<file path="src/rtl/axis_pattern_source.sv">
// axis_pattern_source: AXI-stream burst source emitting SEED + k*STRIDE words,
// with optional idle gaps between accepted words and a done pulse per burst.
module axis_pattern_source #(
    parameter int DATA_WIDTH = 10,
    parameter int WORD_COUNT = 16,
    parameter int SEED       = 0,
    parameter int STRIDE     = 1,
    parameter int GAP_CYCLES = 0
) (
    input  logic                  clk,
    input  logic                  rst,
    input  logic                  start,
    output logic                  valid,
    output logic [DATA_WIDTH-1:0] data,
    output logic                  last,
    input  logic                  ready,
    output logic                  busy,
    output logic                  done
);
    typedef enum logic [1:0] {IDLE, SEND, GAP, FINISH} state_t;
    localparam logic [15:0]           LAST_IDX = 16'(WORD_COUNT - 1);
    localparam logic [7:0]            GAP_LOAD = 8'(GAP_CYCLES - 1);
    localparam logic [DATA_WIDTH-1:0] SEED_W   = DATA_WIDTH'(SEED);
    localparam logic [DATA_WIDTH-1:0] STRIDE_W = DATA_WIDTH'(STRIDE);
    state_t                state_q, state_d;
    logic [15:0]           idx_q, idx_d;
    logic [7:0]            gap_q, gap_d;
    logic [DATA_WIDTH-1:0] data_d;
    logic                  valid_d, last_d, done_d, busy_d;
    // Index and data advance at the accepting edge, so a gap only has to count down.
    always_comb begin
        state_d = state_q;
        idx_d   = idx_q;
        gap_d   = gap_q;
        data_d  = data;
        valid_d = 1'b0;
        done_d  = 1'b0;
        case (state_q)
            IDLE: if (start) begin
                state_d = SEND;
                idx_d   = '0;
                data_d  = SEED_W;
                valid_d = 1'b1;
            end
            SEND: begin
                valid_d = 1'b1;
                if (ready) begin
                    if (idx_q == LAST_IDX) begin
                        state_d = FINISH;
                        valid_d = 1'b0;
                        done_d  = 1'b1;
                    end else begin
                        idx_d  = idx_q + 16'd1;
                        data_d = data + STRIDE_W;
                        if (GAP_CYCLES != 0) begin
                            state_d = GAP;
                            valid_d = 1'b0;
                            gap_d   = GAP_LOAD;
                        end
                    end
                end
            end
            GAP: if (gap_q == 8'd0) begin
                state_d = SEND;
                valid_d = 1'b1;
            end else begin
                gap_d = gap_q - 8'd1;
            end
            FINISH: state_d = IDLE;
        endcase
        last_d = valid_d && (idx_d == LAST_IDX);
        busy_d = state_d != IDLE;
    end
    always_ff @(posedge clk) begin
        if (rst) begin
            state_q <= IDLE;
            idx_q   <= '0;
            gap_q   <= '0;
            data    <= '0;
            valid   <= 1'b0;
            last    <= 1'b0;
            busy    <= 1'b0;
            done    <= 1'b0;
        end else begin
            state_q <= state_d;
            idx_q   <= idx_d;
            gap_q   <= gap_d;
            data    <= data_d;
            valid   <= valid_d;
            last    <= last_d;
            busy    <= busy_d;
            done    <= done_d;
        end
    end
endmodule

</file>
<file path="config.mk">
export PLATFORM = sky130hd
export DESIGN_NAME = axis_pattern_source
export DESIGN_NICKNAME = d
export VERILOG_FILES = /design/src/rtl/axis_pattern_source.sv
export SDC_FILE = /design/constraint.sdc
export NUM_CORES = 1
export LEC_CHECK = 0
export CORE_MARGIN = 1
export CORE_UTILIZATION = 55
export CTS_CLUSTER_DIAMETER = 50
export DETAILED_ROUTE_END_ITERATION = 8
export PLACE_DENSITY_LB_ADDON = 0.2
export SKIP_LAST_GASP = 1
export SLEW_MARGIN = 20
export SYNTH_ARGS = -nofsm -noshare
export SYNTH_HDL_FRONTEND = slang
export SYNTH_SLANG_ARGS = --single-unit
export TNS_END_PERCENT = 1
</file>
<file path="constraint.sdc">
create_clock -name clk -period 2.5 [get_ports clk]
set_input_delay 0.5 -clock clk [delete_from_list [all_inputs] [get_ports clk]]
set_output_delay 0.5 -clock clk [all_outputs]
set_load 0.02 [all_outputs]
</file>
==> results of run 1 <==
[kinds of logic after synthesis]
logic type	count (synthesis)
simple gates	126
buf+inv	14
xor+xnor	17
fa+ha+maj	3
compound gates	34
flops	40
mux	4
[placed cells by master, fill, tap and decap left out, types with 3 or more instances in the layout]
| master | count |
|---|---|
| dfxtp_1 | 40 |
| xnor2_1 | 7 |
| nand4_1 | 9 |
| and3_1 | 4 |
| nand3b_1 | 3 |
| nor2b_1 | 4 |
| nand2b_1 | 4 |
| buf_4 | 8 |
| nor2_1 | 29 |
| a211oi_1 | 3 |
| and4_1 | 4 |
| nand2_1 | 27 |
| o21ai_0 | 6 |
| a21oi_1 | 12 |
| or3_1 | 6 |
| nor4_2 | 3 |
| clkdlybuf4s50_1 | 17 |
| inv_1 | 5 |
| xor2_1 | 10 |
| clkbuf_4 | 5 |
| nor4_1 | 6 |
| nand3_1 | 11 |
| ha_1 | 3 |
[metal layers]
metal  GRT usage  vias to the layer above
met2       0.356                       49
li1            -                      891
met4      0.0785                        0
met5           0                        -
met3      0.0712                        8
met1       0.287                      820
[worst max-delay path, cell delays in order]
cell	delay, ps
clkdlybuf4s50_1	510
nand4_2	130
or3_4	400
or3_4	400
or2_1	230
nand4_1	110
nor4_2	50
[final cells by class]
cell class / instances / area [sq um]
fill: 302 / 1100
multi-input combinational: 184 / 1150
timing repair buffer: 25 / 230
sequential: 40 / 801
inverter: 5 / 18.8
tap: 46 / 57.6
clock inverter: 3 / 18.8
clock buffer: 5 / 37.5
[cells in the mapped netlist, types with 3 or more instances]
cell,n
nor4_1,6
nand3b_1,3
nand2_1,27
a21oi_1,12
xnor2_1,7
nand3_1,11
inv_1,5
a211oi_1,3
nand4_1,9
nor2_1,29
ha_1,3
clkbuf_1,5
o21ai_0,6
or3_1,6
nor2b_1,4
and3_1,4
and4_1,4
dfxtp_1,40
nand2b_1,4
nor4_2,3
xor2_1,10
[flip-flops by register name, summed over array words and instances (netlist names)]
name and count:
last 1, data 10, idx_q 16, gap_q 8
valid 1, busy 1, done 1, state_q 2
[power by group through the flow]
stage / registers [mW] / logic [mW] / clock network [mW]
floorplan: 0.666 / 0.0366 / 0
global placement: 0.663 / 0.0710 / 0
global route: 0.650 / 0.0780 / 0.361
finish: 0.649 / 0.0709 / 0.327
CTS: 0.649 / 0.0711 / 0.339
detailed placement: 0.663 / 0.0708 / 0
[through the flow]
stage               total power [mW]  setup slack (ps)  cell area, sq um  std cells
floorplan                      0.703               566              2010        238
global placement               0.734              81.1              2260        300
global route                    1.09               190              2310        308
CTS                             1.06               416              2310        308
detailed placement             0.734              65.9              2260        300
finish                          1.05               427              2310        308
[worst min path at each step]
stage                to  slack (ps)  depth (start not counted)
2_1_floorplan  gap_q[2]         470                          2
4_1_cts        gap_q[2]         510                          2
6_report       gap_q[2]         500                          2
3_3_place_gp    data[1]         480                          2
3_5_place_dp   gap_q[2]         490                          2
5_1_grt        gap_q[2]         530                          2
==> results_dict.tcl, run 1 <==
set metrics [dict create \
    finalCritPeriodShare 0.829 \
    syn-num-nets 245 \
    synth_simple_gate_area_share 0.351 \
    dieArea_sq_mm 0.00390 \
    synthAdderAreaFrac 0.0187 \
    crit_path_start_kind "input pin" \
    die-width_um 62.4 \
    synthMuxAreaShare 0.0212 \
    timing.hold.ws_ps 501 \
    h-tree-depth 2 \
    r2r_end "last" \
    p_int_mw 0.779 \
    p_sw_mw 0.267 \
    cts_buffers 5 \
    yosys.area.top_type "dfxtp_1" \
    synth_top_area_share 0.399 \
    r2r_slack_ps 430 \
    core_area_sq_mm 0.00342 \
    drc 0 \
    routedWlPerCell_um 13.2 \
    status "complete, no violations" \
    max_freq_mhz 482 \
    ys.flop_type "dfxtp_1" \
    cts_resized 0 \
    wl_mm 4.06 \
    grt_use_total 0.225 \
    first_iter_violations 128 \
    slew_violations 0 \
    first_pass_iters 4 \
    cp_data_arrival_time_ps 2320 \
    syn_inst 238 \
    portBuffers 17 \
    yosysWarnings 0 \
    ant_nets 0 \
    synthXorXnorAreaFrac 0.0741 \
    powerDensity_mw_per_mm2 452 \
    crit_path_max_fanout 4 \
    rsz0062_at_grt "false" \
    vdd_drop_max_mv 0.334 \
    ys_types 45 \
    die_h_um 62.4 \
    wirelength_met1_mm 1.95 \
    r2r_cells 6 \
    place_hpwl_mm 3.04 \
    critical_path_class "in -> reg" \
    critPathCaptureType "register" \
    synthTopCellsByArea "dfxtp_1, nor2_1, nand2_1, xor2_1, xnor2_1" \
    fin_util 0.677 \
    p_clk_frac 0.312 \
    clock_skew_ps 5.59 \
    tightest_slew_ps 447 \
    synth_top_family_by_area "simple AND/OR/NAND/NOR gates" \
    antenna_found_initial 0 \
    overflow 0 \
    min_from "gap_q[2]" \
    fin_crit_ps 2070 \
    p_seq_frac 0.620 \
    hold_viol 0 \
    timing.rr.start "idx_q[6]" \
    p_comb_frac 0.068 \
    maxCapViolCount 0 \
    clock_latency_ps 350 \
    rows 21 \
    syn_area_per_cell_sq_um 8.44 \
    crit_end "last" \
    via_per_inst 5.74 \
    grt_pass1_vias 1570 \
    wl_met2_mm 1.82 \
    fin_setup_tns_ps 0 \
    dr_wl_met3_um 242 \
    p_leak_nw 0.794 \
    grt_max_degree 21 \
    setup.worst_path.start "ready" \
    grt_pass1_wl_mm 6.86 \
    worstPathRequired_ps 2750 \
    relSlewSlack 0.699 \
    place_congestion 0.940 \
    io_pins 18 \
    syn_to_final_growth_pct 15.2 \
    antenna_cells 0 \
    synth_edf_count 0 \
    switching_share 0.255 \
    top_layer "met4" \
    clock_path_buffers 2 \
    initial_core_util 0.588 \
    setup_viol 0 \
    cts_setup_buffers 0 \
    vias 1768 \
    drive_gt1_frac 0.118 \
    cts_hold_buffers 0 \
    nets 268 \
    cts_tree "built" \
    root_buffer "clkbuf_4" \
    synth_compound_area_frac 0.107 \
    synth_area_sq_mm 0.00201 \
    ys_seq_elements 40 \
    hold_class "reg -> reg" \
    clk_pin_slew_ps 120 \
    ys_seq_area_frac 0.399 \
    ys_async_sr_fraction 0 \
    cts.sinks 40 \
]
(Power assumes the default switching activity.)
==> run 2: changes to the inputs <==
==> constraint.sdc (replaced) <==
create_clock -name clk -period 2.2 [get_ports clk]
set_input_delay 0.44 -clock clk [delete_from_list [all_inputs] [get_ports clk]]
set_output_delay 0.44 -clock clk [all_outputs]
set_load 0.02 [all_outputs]
==> run 2 against run 1 <==
Net effect:
- via count rose by 1.7%
- utilization up 1.9 points
- global-route usage grew 1.7 points
- clock power up 14%
- register-to-register slack got worse by 220 ps
- critical path type is now reg -> reg
- final area rose by 2.8%
- sequential power up 14%
==> results_dict.tcl, run 2 (same netlist as run 1, synthesis figures left out) <==
set metrics [dict create \
    status "complete, no violations" \
    critPathSlowestCell "or3_4" \
    worstPathRequired_ps 2460 \
    place_congestion 0.972 \
    largestRegisters "idx_q: 16 flops, data: 10 flops, gap_q: 8 flops" \
    vias 1798 \
    hold_class "reg -> reg" \
    nets 276 \
    hold_viol 0 \
    via_per_inst 5.69 \
    place_area_sq_mm 0.00232 \
    place_hpwl_mm 3.11 \
    die-width_um 62.4 \
    die_h_um 62.4 \
    finalCritPeriodShare 0.905 \
    setup_viol 0 \
    largest_register_ff_count 16 \
    critPathMaxStageDelay_ps 400 \
    fin_crit_ps 1990 \
    dieArea_sq_mm 0.00390 \
    crit_path_max_fanout 4 \
    h-tree-depth 2 \
    grt_pass1_vias 1657 \
    critPathCaptureType "register" \
    clock_latency_ps 370 \
    layoutNonFillerInstCount 316 \
    initial_core_util 0.588 \
    relSlewSlack 0.701 \
    cts.sinks 40 \
    crit_path_start_kind "register" \
    vdd_drop_max_mv 0.324 \
    portBuffers 17 \
    rows 21 \
    drc 0 \
    crit_path_frequent_cell "or3_4" \
    nFillCells 276 \
    grt_max_degree 14 \
    crit_chain "ha_2, nand4_2, or3_4, or3_4, or2_1, nand4_1, nor4_2" \
    final_cell_area_sq_mm 0.00238 \
    multiInputGateArea_sq_mm 0.00115 \
    clock_skew_ps 12.6 \
    tightest_slew_ps 449 \
    clk_pin_slew_ps 120 \
    routedWlPerCell_um 13.3 \
    antenna_cells 0 \
    timing.hold.ws_ps 493 \
    grt_pass1_wl_mm 7.36 \
    wl_mm 4.20 \
    regArea_sq_um 802 \
    core_area_sq_mm 0.00342 \
    layout_commonest_cell "dfxtp_1" \
    max_freq_mhz 502 \
    maxCapViolCount 0 \
    root_buffer "clkbuf_4" \
    dp.cells 308 \
    post-place-ws_ps -152 \
    powerDensity_mw_per_mm2 503 \
    drive_gt1_frac 0.156 \
    syn_to_final_growth_pct 18.4 \
    regMostFlops "idx_q" \
    ant_nets 0 \
    critical_path_class "reg -> reg" \
    finalPower_mw 1.20 \
    critPathTopFamily "simple AND/OR/NAND/NOR gates" \
    first_iter_violations 78 \
    mostFrequentLayoutCells "dfxtp_1, nor2_1, nand2_1, clkdlybuf4s50_1, buf_4" \
    antenna_found_initial 0 \
    overflow 0 \
    clock_path_buffers 2 \
    cp_data_arrival_time_ps 2260 \
    io_pins 18 \
    rsz0062_at_grt "false" \
    p_leak_nw 0.828 \
    setup_ws_ps 208 \
    first_pass_iters 4 \
    slew_violations 0 \
    fin_setup_tns_ps 0 \
    cts_buffers 5 \
    cts_tree "built" \
    cp_num_buf_inv 0 \
    fin_util 0.696 \
    grt_use_total 0.242 \
]
## run 2: cell count changes in the layout (fill, tap and decap cells not counted), sizes merged
| cell | delta |
|---|---|
| buf | +8 |
## run 2: routing by layer
layer,part of all wire,vias up,wire length (um),global-route usage
met5,0,-,0,0
met4,0.026,0,109,0.125
met3,0.049,12,207,0.0547
met2,0.44,42,1860,0.353
met1,0.48,837,2030,0.331
li1,-,907,-,-
## run 2: path summary, 6_finish.rpt
check / start / endpoint / slack [ps] / cells after the start
min reg2reg: data[1] / data[1] / 490 / 2
min: data[1] / data[1] / 490 / 2
max reg2reg: idx_q[1] / last / 210 / 7
max: idx_q[1] / last / 210 / 7
## run 2: timing repair
item / CTS / global route
gates resized for setup: 0 / 3
setup buffers: 0 / 0
setup endpoints to repair: 0 / 1
hold buffers: 0 / 0
## run 2: report_power, final
part | switching (mW) | internal [mW] | leakage (nW)
clock network | 0.251 | 0.123 | 0.0349
registers | 0.00651 | 0.731 | 0.324
logic | 0.0506 | 0.0351 | 0.469
total | 0.308 | 0.888 | 0.828
## run 2: cell type report
type,count,area share
clock buffer,5,0.0158
clock inverter,3,0.00789
inverter,5,0.00789
multi-input combinational,184,0.485
sequential,40,0.337
tap,46,0.0242
timing repair buffer,33,0.122
## run 2: worst min-delay path: cells and delay by family, from the launching register on
| family | cells | cell delay [ps] |
|---|---|---|
| flops | 1 | 350 |
| compound gates | 1 | 50 |
| simple gates | 1 | 60 |
